<file path="config.mk">
export PLATFORM = sky130hd
export DESIGN_NAME = hazard_ctrl
export DESIGN_NICKNAME = d
export VERILOG_FILES = /design/src/rtl/hazard_ctrl_pkg.sv /design/src/rtl/hazard_ctrl_sat_counter.sv /design/src/rtl/hazard_ctrl.sv
export SDC_FILE = /design/constraint.sdc
export NUM_CORES = 1
export LEC_CHECK = 0
export BUFFER_PORTS_ARGS = -buffer_cell sky130_fd_sc_hd__buf_2
export CORE_ASPECT_RATIO = 0.6
export CORE_UTILIZATION = 40
export CTS_CLUSTER_DIAMETER = 120
export CTS_CLUSTER_SIZE = 12
export DETAILED_ROUTE_END_ITERATION = 7
export GPL_ROUTABILITY_DRIVEN = 0
export HOLD_SLACK_MARGIN = 0.06
export PLACE_DENSITY = 0.7
export SYNTH_ARGS = -nofsm -noshare
export SYNTH_HDL_FRONTEND = slang
export SYNTH_SLANG_ARGS = --single-unit
</file>
<file path="constraint.sdc">
create_clock -name clk -period 6.05 [get_ports clk]
set_clock_uncertainty 0.05 [all_clocks]
set_input_delay 1.21 -clock clk [delete_from_list [all_inputs] [get_ports clk]]
set_output_delay 1.21 -clock clk [all_outputs]
set_load 0.01 [all_outputs]
</file>
<file path="src/rtl/hazard_ctrl_pkg.sv">
// Shared definitions for the hazard controller: stall-vector bit positions, stop levels
// and the encoding of the current hazard cause.
package hazard_ctrl_pkg;

    localparam int STALL_PC = 0;
    localparam int STALL_IF = 1;
    localparam int STALL_ID = 2;
    localparam int STALL_EX = 3;
    localparam int STALL_WB = 4;

    localparam logic STOP       = 1'b1;
    localparam logic NO_STOP    = 1'b0;
    localparam logic RST_ENABLE = 1'b1;

    typedef enum logic [2:0] {
        HZ_RUN      = 3'd0,
        HZ_MEM_WAIT = 3'd1,
        HZ_EX_WAIT  = 3'd2,
        HZ_BR_FLUSH = 3'd3,
        HZ_LD_USE   = 3'd4,
        HZ_IF_WAIT  = 3'd5
    } hz_state_t;

    // Stop every stage from the PC up to and including stage 'top'.
    function automatic logic [4:0] stall_upto(input int top);
        logic [4:0] v;
        for (int i = 0; i < 5; i++) begin
            v[i] = (i <= top) ? STOP : NO_STOP;
        end
        return v;
    endfunction

endpackage

</file>
<file path="src/rtl/hazard_ctrl_sat_counter.sv">
// Saturating up-counter with synchronous clear; holds at all-ones instead of wrapping.
module sat_counter #(
    parameter int W = 8
) (
    input  logic         clk,
    input  logic         rst,
    input  logic         inc,
    input  logic         clr,
    output logic [W-1:0] count,
    output logic         sat
);

    assign sat = &count;

    always_ff @(posedge clk) begin
        if (rst) begin
            count <= '0;
        end else if (clr) begin
            count <= '0;
        end else if (inc && !sat) begin
            count <= count + 1'b1;
        end
    end

endmodule

</file>
<file path="src/rtl/hazard_ctrl.sv">
// Central stall/flush controller: picks one hazard cause per cycle, drives the stop vector,
// tracks wrong-path fetch responses, counts PC-stall cycles and runs a stall watchdog.
module hazard_ctrl
    import hazard_ctrl_pkg::*;
#(
    parameter int CNT_W    = 32,
    parameter int WDOG_MAX = 1024
) (
    input  logic             clk,
    input  logic             rst,
    input  logic             id_rs1_ren,
    input  logic [4:0]       id_rs1_addr,
    input  logic             id_rs2_ren,
    input  logic [4:0]       id_rs2_addr,
    input  logic             ex_is_load,
    input  logic             ex_rd_ena,
    input  logic [4:0]       ex_rd_addr,
    input  logic             ex_branch_taken,
    input  logic             ex_busy,
    input  logic             if_req_valid,
    input  logic             if_rsp_ready,
    input  logic             mem_req_valid,
    input  logic             mem_rsp_ready,
    output logic [4:0]       stall_ctrl,
    output logic             id_ex_bubble,
    output logic             if_id_flush,
    output logic             if_drop_rsp,
    output logic [2:0]       hz_state,
    output logic [CNT_W-1:0] perf_stall_cnt,
    output logic             hazard_timeout
);

    localparam int WDOG_W = $clog2(WDOG_MAX + 1);

    hz_state_t         state_q;
    hz_state_t         cause;
    logic              drop_pending;
    logic              set_drop;
    logic              mem_wait;
    logic              fetch_wait;
    logic              ld_use;
    logic              stall_pc;
    logic [WDOG_W-1:0] wdog_cnt;
    logic              wdog_sat;
    logic              perf_sat;

    assign mem_wait   = mem_req_valid & ~mem_rsp_ready;
    assign fetch_wait = if_req_valid & ~if_rsp_ready;
    // x0 never carries a real dependency, so it is excluded as a load-use source.
    assign ld_use = ex_is_load & ex_rd_ena & (ex_rd_addr != 5'd0) &
                    ((id_rs1_ren & (id_rs1_addr == ex_rd_addr)) |
                     (id_rs2_ren & (id_rs2_addr == ex_rd_addr)));

    always_comb begin
        cause        = HZ_RUN;
        stall_ctrl   = '0;
        id_ex_bubble = 1'b0;
        if_id_flush  = 1'b0;
        if_drop_rsp  = 1'b0;
        set_drop     = 1'b0;
        if (mem_wait) begin
            cause      = HZ_MEM_WAIT;
            stall_ctrl = stall_upto(STALL_WB);
        end else if (ex_busy) begin
            // EX/MEM is frozen while MEM/WB keeps moving, which drains a NOP into WB.
            cause      = HZ_EX_WAIT;
            stall_ctrl = stall_upto(STALL_EX);
        end else if (ex_branch_taken) begin
            cause        = HZ_BR_FLUSH;
            id_ex_bubble = 1'b1;
            if_id_flush  = 1'b1;
            set_drop     = fetch_wait;
        end else if (ld_use) begin
            cause        = HZ_LD_USE;
            stall_ctrl   = stall_upto(STALL_IF);
            id_ex_bubble = 1'b1;
        end else if (fetch_wait || drop_pending) begin
            cause        = HZ_IF_WAIT;
            stall_ctrl   = stall_upto(STALL_IF);
            id_ex_bubble = 1'b1;
        end
        // A response to a fetch issued before a taken branch is wrong-path and is discarded.
        if_drop_rsp = drop_pending & if_rsp_ready;
        if (rst == RST_ENABLE) begin
            stall_ctrl   = '0;
            id_ex_bubble = 1'b0;
            if_id_flush  = 1'b0;
            if_drop_rsp  = 1'b0;
            set_drop     = 1'b0;
        end
    end

    always_ff @(posedge clk) begin
        if (rst == RST_ENABLE) begin
            state_q <= HZ_RUN;
        end else begin
            state_q <= cause;
        end
    end

    assign hz_state = state_q;

    // A new wrong-path fetch takes priority over retiring the previous one.
    always_ff @(posedge clk) begin
        if (rst == RST_ENABLE) begin
            drop_pending <= 1'b0;
        end else if (set_drop) begin
            drop_pending <= 1'b1;
        end else if (if_drop_rsp) begin
            drop_pending <= 1'b0;
        end
    end

    assign stall_pc = (stall_ctrl[STALL_PC] == STOP);

    sat_counter #(.W(WDOG_W)) u_wdog (
        .clk   (clk),
        .rst   (rst),
        .inc   (stall_pc),
        .clr   (~stall_pc),
        .count (wdog_cnt),
        .sat   (wdog_sat)
    );

    sat_counter #(.W(CNT_W)) u_perf (
        .clk   (clk),
        .rst   (rst),
        .inc   (stall_pc & ~perf_sat),
        .clr   (1'b0),
        .count (perf_stall_cnt),
        .sat   (perf_sat)
    );

    always_ff @(posedge clk) begin
        if (rst == RST_ENABLE) begin
            hazard_timeout <= 1'b0;
        end else if (stall_pc && ((wdog_cnt == WDOG_W'(WDOG_MAX - 1)) || wdog_sat)) begin
            hazard_timeout <= 1'b1;
        end
    end

endmodule

</file>
==> results.sh <==
export IMPL_syn_area_um2=2630
export IMPL_via_per_inst=5.72
export IMPL_synth_top_flop_cell="dfxtp_1"
export IMPL_syn_avg_cell_area_um2=8.61
export IMPL_critPathMaxStageDelay_ns=0.37
export IMPL_drt_wirelength_per_cell_um=14.2
export IMPL_postRouteAntennaNets=0
export IMPL_finalPower_mw=0.698
export IMPL_synth_enable_flop_cells=0
export IMPL_final_cell_mix="70 x buf_2, 48 x dfxtp_1, 25 x a21oi_1, 24 x nor2_1, 19 x or4_1"
export IMPL_cts_setup_buffers=0
export IMPL_synth_cell_types=44
export IMPL_grt_total_usage_pct=18.8
export IMPL_clock_sinks=48
export IMPL_synth_cells=305
export IMPL_yosys_area_share_adder_pct=0.953
export IMPL_p_leak_nw=1.23
export IMPL_clk_latency_ns=0.30
export IMPL_tns_ns=0
export IMPL_drc=0
export IMPL_holdWs_ns=0.438
export IMPL_die_y_um=64.8
export IMPL_drt_total_wl_um=6320
export IMPL_timing_critical_path_buf_inv=3
export IMPL_grt_overflow_total=0
export IMPL_synth_top_family_by_area="simple AND/OR/NAND/NOR gates"
export IMPL_cts_buffers=5
export IMPL_grt_antenna_before_repair=0
export IMPL_path_delay_family="compound AO/OA/AOI/OAI gates"
export IMPL_relSlewSlack_pct=34.1
export IMPL_ys_seq_area_share_pct=36.6
export IMPL_hpwlAfterDp_um=4420
export IMPL_max_freq_ghz=0.264
export IMPL_worst_slew_pin_slew_ns=0.988
export IMPL_diodes=0
export IMPL_drt_initial_drc_count=114
export IMPL_grt_pass1_wl_um=10300
export IMPL_ir_drop_mv=0.132
export IMPL_worst_setup_path_start_kind="input pin"
export IMPL_num_vias=2547
export IMPL_critPathRequiredTime_ns=4.79
export IMPL_status="finished, final reports clean"
export IMPL_rsz0062_at_grt="no"
export IMPL_fin_ws_ns=2.26
export IMPL_layout_nets=389
export IMPL_cp_end_kind="output pin"
export IMPL_fp_row_count=22
export IMPL_pin_count=71
export IMPL_layout_commonest_cell="buf_2"
export IMPL_power_density_nw_per_um2=224
export IMPL_ctsResizeCount=0
export IMPL_areaGrowthSynthToFinish_pct=18.4
export IMPL_dieArea_um2=6900
export IMPL_dieWidth_um=107
export IMPL_synth_compound_area_share_pct=17.8
export IMPL_clkTransAtPathRegs_ns=0.09
export IMPL_port_buffers=70
export IMPL_place_area_um2=2950
export IMPL_finalSetupViolCount=0
export IMPL_synthMuxAreaShare_pct=2.00
export IMPL_min_period_ns=3.79
export IMPL_dp_cells=437
export IMPL_fin_crit_sh_pct=62.6
export IMPL_async_flop_share_pct=0
export IMPL_crit_chain="buf_2, or3_1, o311a_1, a31oi_4, inv_1, buf_2"
export IMPL_crit_type="in -> out"
export IMPL_drv_cap=0
export IMPL_stdcell_area_um2=3110
export IMPL_synthSimpleGateAreaFrac_pct=30.7
export IMPL_cts_buffer_depth=2
export IMPL_grt_pass1_vias=2163
export IMPL_place_ws_ns=2.27
export IMPL_grt_max_degree=71
export IMPL_cts_root_buf="clkbuf_8"
export IMPL_drive_gt1_share_pct=25.8
export IMPL_drtPass1Iterations=4
export IMPL_cpMostUsedCell="buf_2"
export IMPL_yosys_register_bits=48
export IMPL_worstHoldPathType="reg -> reg"
export IMPL_finalHoldViolations=0
export IMPL_ys_warn_count=0
export IMPL_critPathMaxFanout=5
export IMPL_initial_utilization_pct=42.2
export IMPL_core_um2=6220
export IMPL_cts_tree="yes"
export IMPL_finalMaxSlewViolations=0
export IMPL_cts_max_level=2
export IMPL_syn_nets=334
export IMPL_cp_arrival_ns=2.53
export IMPL_yosys_area_share_xor_xnor_pct=6.00
export IMPL_crit_slowest_cell="or3_1"
export IMPL_stdcell_count=445
export IMPL_cts_hold_buf=0
export IMPL_fin_util_pct=50.0
==> metal layers <==
metal | global-route usage, % | vias to the layer above | wire [um] | part of all wire (%)
met3 | 5.13 | 7 | 349 | 5.5
met2 | 28.1 | 73 | 2620 | 41
met1 | 26.8 | 1198 | 3300 | 52
li1 | - | 1269 | - | -
met4 | 3.77 | 0 | 47 | 0.74
met5 | 0 | - | 0 | 0
==> kinds of logic after synthesis <==
kind of cell | count (synthesis)
DFF | 48
AOI/OAI and AO/OA | 66
adders and majority gates | 2
xor gates and xnor gates | 18
buffers and inverters | 27
and+or+nand+nor | 139
muxes | 5
==> cell usage after synthesis (2+ instances only) <==
master,number,area share (%)
nand4_1,15,3.6
and4_1,7,2.3
xnor2_1,12,4.0
buf_2,5,0.95
nor2_1,24,3.4
ha_1,2,0.95
mux2_2,2,0.86
clkbuf_1,6,0.86
xor2_1,6,2.0
o21ai_0,3,0.57
nor3_1,4,0.76
or4_1,19,5.4
and3_1,10,2.4
dfxtp_1,48,37
nand3_1,15,2.9
nor4_1,3,0.71
and2_1,7,1.7
nand2_1,17,2.4
buf_4,9,2.6
o41ai_1,6,2.0
nor2b_1,4,0.95
a21oi_1,25,4.8
or2_2,4,0.95
mux2i_1,3,1.1
or3_1,4,0.95
inv_1,3,0.43
buf_6,2,0.86
o311ai_0,8,2.7
o31ai_1,17,4.9
==> report_power, final <==
| group | internal, mW | switching [mW] | total (mW) |
|---|---|---|---|
| clock | 0.207 | 0.115 | 0.321 |
| sequential | 0.319 | 0.00313 | 0.322 |
| combinational | 0.0219 | 0.0326 | 0.0545 |
==> cell type report <==
| class | instances | area, um2 |
|---|---|---|
| clock buffer | 5 | 68.8 |
| clock inverter | 3 | 90.1 |
| fill | 632 | 3110 |
| inverter | 3 | 11.3 |
| multi-input combinational | 230 | 1510 |
| sequential | 48 | 961 |
| tap | 84 | 105 |
| timing repair buffer | 72 | 365 |
==> sequential cells by signal, indices dropped and copies added (netlist names) <==
name and count:
drop_pending 1, hazard_timeout 1, hz_state 3, u_perf.count 32, u_wdog.count 11
==> worst register-to-register path: cells and delay by family, from the launching register on <==
kind | cells | cell delay [ns]
muxes | 1 | 0.29
and+or+nand+nor | 5 | 1.82
buffers and inverters | 1 | 0.41
DFF | 1 | 0.43
==> path summary, 6_finish.rpt <==
path                                       from                            end  slack [ns]  depth (start not counted)
setup / recovery                  ex_rd_addr[0]                  stall_ctrl[1]        2.26                          6
hold / removal    u_wdog.count[10]$_SDFFE_PP0P_  u_wdog.count[10]$_SDFFE_PP0P_        0.44                          2
setup reg to reg   u_perf.count[6]$_SDFFE_PP0P_   u_perf.count[8]$_SDFFE_PP0P_        2.96                          7
hold reg to reg   u_wdog.count[10]$_SDFFE_PP0P_  u_wdog.count[10]$_SDFFE_PP0P_        0.44                          2
Power figures use the tool's default switching activity.
